==> src/rtl/pe_operand_feeder.sv <==
// pe_operand_feeder: streams buffered ifm/weight pairs into one PE,
// drains the PE pipeline and captures its partial sum.
module pe_operand_feeder #(
    parameter int WIDTH  = 8,
    parameter int DEPTH  = 18,
    parameter int AW     = 5,
    parameter int PSUM_W = 32,
    parameter int PE_LAT = 1
) (
    input  logic              clk,
    input  logic              rst,
    input  logic              wr_en,
    input  logic [AW-1:0]     wr_addr,
    input  logic [WIDTH-1:0]  wr_ifm,
    input  logic [WIDTH-1:0]  wr_w,
    input  logic              start,
    input  logic [AW-1:0]     cfg_len,
    output logic              busy,
    output logic              pe_clear,
    output logic [WIDTH-1:0]  ifm_out,
    output logic [WIDTH-1:0]  w_out,
    output logic              pe_done,
    input  logic [PSUM_W-1:0] psum_in,
    output logic [PSUM_W-1:0] result,
    output logic              result_valid
);

    localparam int DW = (PE_LAT > 1) ? $clog2(PE_LAT) : 1;
    localparam logic [AW-1:0] DEPTH_C = AW'(DEPTH);
    localparam logic [DW-1:0] DRAIN_LAST = DW'(PE_LAT - 1);

    typedef enum logic [2:0] {
        IDLE,
        CLEAR,
        STREAM,
        DRAIN,
        DONE
    } state_e;

    state_e state_q, state_d;

    logic [AW-1:0]     cnt_q, cnt_d;
    logic [AW-1:0]     len_q, len_d;
    logic [DW-1:0]     drain_q, drain_d;
    logic              busy_q, busy_d;
    logic              clr_q, clr_d;
    logic [WIDTH-1:0]  ifm_q, ifm_d;
    logic [WIDTH-1:0]  w_q, w_d;
    logic              done_q, done_d;
    logic [PSUM_W-1:0] res_q, res_d;
    logic              rv_q, rv_d;
    logic              pend_q, pend_d;
    logic [AW-1:0]     pend_addr_q;
    logic [WIDTH-1:0]  pend_ifm_q;
    logic [WIDTH-1:0]  pend_w_q;

    logic [WIDTH-1:0] ifm_buf [DEPTH];
    logic [WIDTH-1:0] w_buf   [DEPTH];

    logic             idle_w;
    logic             take_wr;
    logic             buf_we;
    logic [AW-1:0]    buf_addr;
    logic [WIDTH-1:0] buf_ifm;
    logic [WIDTH-1:0] buf_w;

    // busy_q stays high through the pe_done cycle, so idle means both low
    assign idle_w  = (state_q == IDLE) && !busy_q;
    assign take_wr = idle_w && wr_en && (wr_addr < DEPTH_C);

    // A write arriving with start is parked until the run ends,
    // so the run sees the buffers as they were before it.
    always_comb begin
        buf_we   = 1'b0;
        buf_addr = wr_addr;
        buf_ifm  = wr_ifm;
        buf_w    = wr_w;
        pend_d   = pend_q;
        if (pend_q && (state_q == DONE)) begin
            buf_we   = 1'b1;
            buf_addr = pend_addr_q;
            buf_ifm  = pend_ifm_q;
            buf_w    = pend_w_q;
            pend_d   = 1'b0;
        end else if (take_wr && !start) begin
            buf_we = 1'b1;
        end
        if (take_wr && start) begin
            pend_d = 1'b1;
        end
    end

    always_ff @(posedge clk) begin
        if (buf_we) begin
            ifm_buf[buf_addr] <= buf_ifm;
            w_buf[buf_addr]   <= buf_w;
        end
        if (take_wr && start) begin
            pend_addr_q <= wr_addr;
            pend_ifm_q  <= wr_ifm;
            pend_w_q    <= wr_w;
        end
    end

    always_comb begin
        state_d = state_q;
        cnt_d   = cnt_q;
        len_d   = len_q;
        drain_d = drain_q;
        clr_d   = 1'b0;
        ifm_d   = '0;
        w_d     = '0;
        done_d  = 1'b0;
        rv_d    = 1'b0;
        res_d   = res_q;
        unique case (state_q)
            IDLE: begin
                if (idle_w && start) begin
                    len_d   = (cfg_len > DEPTH_C) ? DEPTH_C : cfg_len;
                    cnt_d   = '0;
                    state_d = CLEAR;
                end
            end
            CLEAR: begin
                clr_d   = 1'b1;
                drain_d = '0;
                state_d = (len_q != '0) ? STREAM : DRAIN;
            end
            STREAM: begin
                ifm_d = ifm_buf[cnt_q];
                w_d   = w_buf[cnt_q];
                if (cnt_q == len_q - AW'(1)) begin
                    state_d = DRAIN;
                end else begin
                    cnt_d = cnt_q + AW'(1);
                end
            end
            DRAIN: begin
                if (drain_q == DRAIN_LAST) begin
                    state_d = DONE;
                end else begin
                    drain_d = drain_q + DW'(1);
                end
            end
            DONE: begin
                done_d  = 1'b1;
                state_d = IDLE;
            end
            default: state_d = IDLE;
        endcase
        if (done_q) begin
            rv_d  = 1'b1;
            res_d = psum_in;
        end
        busy_d = (state_d != IDLE) || (state_q == DONE);
    end

    always_ff @(posedge clk) begin
        if (rst) begin
            state_q <= IDLE;
            cnt_q   <= '0;
            len_q   <= '0;
            drain_q <= '0;
            busy_q  <= 1'b0;
            clr_q   <= 1'b0;
            ifm_q   <= '0;
            w_q     <= '0;
            done_q  <= 1'b0;
            res_q   <= '0;
            rv_q    <= 1'b0;
            pend_q  <= 1'b0;
        end else begin
            state_q <= state_d;
            cnt_q   <= cnt_d;
            len_q   <= len_d;
            drain_q <= drain_d;
            busy_q  <= busy_d;
            clr_q   <= clr_d;
            ifm_q   <= ifm_d;
            w_q     <= w_d;
            done_q  <= done_d;
            res_q   <= res_d;
            rv_q    <= rv_d;
            pend_q  <= pend_d;
        end
    end

    assign busy         = busy_q;
    assign pe_clear     = clr_q;
    assign ifm_out      = ifm_q;
    assign w_out        = w_q;
    assign pe_done      = done_q;
    assign result       = res_q;
    assign result_valid = rv_q;

endmodule
==> config.mk <==
export PLATFORM = sky130hd
export DESIGN_NAME = pe_operand_feeder
export DESIGN_NICKNAME = d
export VERILOG_FILES = /design/src/rtl/pe_operand_feeder.sv
export SDC_FILE = /design/constraint.sdc
export NUM_CORES = 1
export LEC_CHECK = 0
export CAP_MARGIN = 25
export CORE_MARGIN = 2
export CORE_UTILIZATION = 55
export DETAILED_ROUTE_END_ITERATION = 7
export PLACE_DENSITY = 0.76
export SKIP_CTS_REPAIR_TIMING = 1
export SLEW_MARGIN = 10
export SYNTH_ARGS = -nofsm -noshare
export SYNTH_HDL_FRONTEND = slang
export SYNTH_SLANG_ARGS = --single-unit
export TNS_END_PERCENT = 30
==> constraint.sdc <==
create_clock -name clk -period 7.29 [get_ports clk]
set_input_delay 1.458 -clock clk [delete_from_list [all_inputs] [get_ports clk]]
set_output_delay 1.458 -clock clk [all_outputs]
set_load 0.01 [all_outputs]
==> metrics.txt <==
Max-Cap Viols=0; fin. max-slew vios=0; Placer Congestion=0.8073; TritonCTS Buffers=39; Least-Margin Pin Slew=0.9967 ns; final setup fails=0; WL per Instance=23.46 µm; crit-path max FO=34; final setup margin=3.616 ns; Final Hold Violating Endpoints=0; Pre-antenna DRT Iters=5; Residual DRC=0; Worst Path Required=roughly 5.8 ns; Ys Warns=0; Startpoint Class=flip-flop; f_max=0.2722 GHz; register area share after synthesis=72.93%; initial antenna violation count=2; syn_nets=951; predominant post-synthesis flop cell=edfxtp_1; VDD IR max=approximately 250 µV; setup_tns=0 ns; worst r2r dst=w_buf[17][5]; top routing layer used=met4; headroom to the max-slew limit=33.55%; Synth Cell Area=roughly 0.015 mm²; via/cell ratio=5.894; post-layout min period=3.674 ns; post-synthesis xor/xnor area fraction=0.4821%; initial core utilization=55.94%; Compound-Gate Fraction of Synth Area=4.760%; Final #Nets=1072; worst setup path start=pe_done; unrepaired setup endpoints after global routing=false; GRT Overall Usage=a little under a quarter; Yosys top cell by area=edfxtp_1; Post-Syn Area per Cell=16.39 µm²; Area contributors post-synth=edfxtp_1 (64%), dfxtp_1 (9.1%), mux2i_1 (6.7%); core box area=around 0.026 mm²; simple-gate share of the synthesized area=5.767%; Clock Pin Slew Worst Setup and Hold Paths=approximately 0.060 ns; most frequent cells in the layout=edfxtp_1 (309), clkdlybuf4s50_1 (112), mux2i_1 (98); CP endpoint=pe_done; crit path cell chain=clkdlybuf4s50_1; CP Class=reg -> out; ys async rst share=0%; Mapped Cells=887; CP Capture Type=output port; met2 WL=~16000 µm; io pins=114; Area Growth Syn to Fin=19.26%; gr ovfl total=0; Fillers=~1800; largest net degree at the start of global routing=55; Die Area=about 0.028 mm²; main combinational cell family by area after synthesis=multiplexers; Reg2Reg Setup Slack=4.01 ns; Final Util=66.71%; CTS tree=done; post-synthesis adder-cell area fraction=0.1722%; FF-to-FF Start=state_q[1]; worst reg2reg path depth=4; Port Buf Inserts=113; CTS Buffer Depth=3; hpwl dp=19720 µm; antenna-violating nets left=0; Crit-path slowest cell=dfxtp_2; site row count=a little under 60; Die Span X=166.6 µm; M1 wire length=12990 µm; Root Buffer=clkbuf_16; die height=about 170 µm; post-synth cell types=between 50 and 60; Worst-Skew Late Latency=approximately 0.52 ns; final period utilization=50.40%; worst slack, placed=3.166 ns; worst path bufs/invs=1; DR vias=8093; CP delay by family, top=flip-flops; Synth top area share=63.84%; Critical Path Max Stage Delay=0.98 ns; outcome=finished, final reports clean; Pleak=0.005448 µW; EDFF count, synth=slightly above 300; fraction of layout cells with a size suffix above 1=14.95%; vias in the first global route=slightly above 8000; DR WL met3=2251 µm; clock sinks=375; mux cell area share after synthesis=about 14%; power density cells=272.4 mW/mm²; Worst path depth=1; commonest non-fill, non-tap cell in the layout=edfxtp_1; Synth Register Bits=375; worst endpoint data arrival time=about 2.2 ns; first-pass GRT wire length=48450 µm; DRT Wirelength=between 30000 and 40000 µm; CTS H-Tree Depth=2; Worst Skew=approximately 0.014 ns; class of the worst hold path=reg -> reg; hold path depth=2; initial DRC count=778
==> power by group <==
part	internal, µW	switching [µW]
Clock	1190	770
Sequential	2350	32.0
Combinational	183	205
Total	3710	1010
==> metal layers <==
metal	track usage [%]	vias to the layer above
li1	-	3692
met1	31.01	4040
met2	38.36	300
met3	4.468	61
met4	9.033	0
met5	0	-
==> state kept, by name, summed over array words and instances (netlist names) <==
register / flops
pend_ifm_q: 8
pe_done: 1
len_q: 5
pend_addr_q: 5
pe_clear: 1
result: 32
ifm_out: 8
state_q: 3
pend_q: 1
w_out: 8
busy: 1
result_valid: 1
w_buf: 144
cnt_q: 5
pend_w_q: 8
ifm_buf: 144
==> final cells by class <==
class | count | area (µm²) | area share, %
Sequential cell | 375 | 10610 | 61.20
Timing Repair Buffer | 129 | 1261 | 7.276
Inverter | 4 | 15.01 | 0.08662
Antenna cell | 1 | 2.502 | 0.01444
Tap cell | 335 | 419.2 | 2.418
Multi-Input combinational cell | 459 | 3749 | 21.63
Clock inverter | 20 | 200.2 | 1.155
Clock buffer | 50 | 1080 | 6.229
==> synthesized netlist by cell type, types with 12 or more instances <==
cell and instances:
edfxtp_1 309, mux2i_1 98, dfxtp_1 66, nand2_1 65
nor2_1 59, mux2_2 33, mux4_2 32, clkbuf_1 29
a21oi_1 23, o21ai_0 20, or3_1 17, o21bai_1 16
o221ai_1 16, o22ai_1 16, buf_2 12
==> worst min-delay path by stage <==
stage / to / startpoint / slack (ns)
global placement: result[25] / result[25] / 0.47
detailed placement: len_q[4] / len_q[4] / 0.48
finish: len_q[4] / len_q[4] / 0.49
CTS: len_q[4] / len_q[4] / 0.49
floorplan: len_q[4] / len_q[4] / 0.46
global route: result[25] / result[25] / 0.52
==> through the flow <==
step | hold WS (ns) | cells | area (µm²) | power [µW]
4_1_cts | 0.4875 | 1370 | 17300 | 4748
2_1_floorplan | 0.4622 | 887 | 14540 | 2670
3_5_place_dp | 0.4796 | 1300 | 16020 | 2809
6_report | 0.4859 | 1373 | 17330 | 4721
5_1_grt | 0.5227 | 1372 | 17330 | 4864
3_3_place_gp | 0.4729 | 1300 | 16020 | 2803
==> cells by family (layout without fill, tap and decap cells) <==
logic type	after synthesis	in the layout
adders and majority gates	2	2
DFF	375	375
and+or+nand+nor	180	180
other	0	1
xor gates and xnor gates	8	8
buffers and inverters	53	203
AOI/OAI and AO/OA	105	105
muxes	164	164
Power figures use the tool's default switching activity.
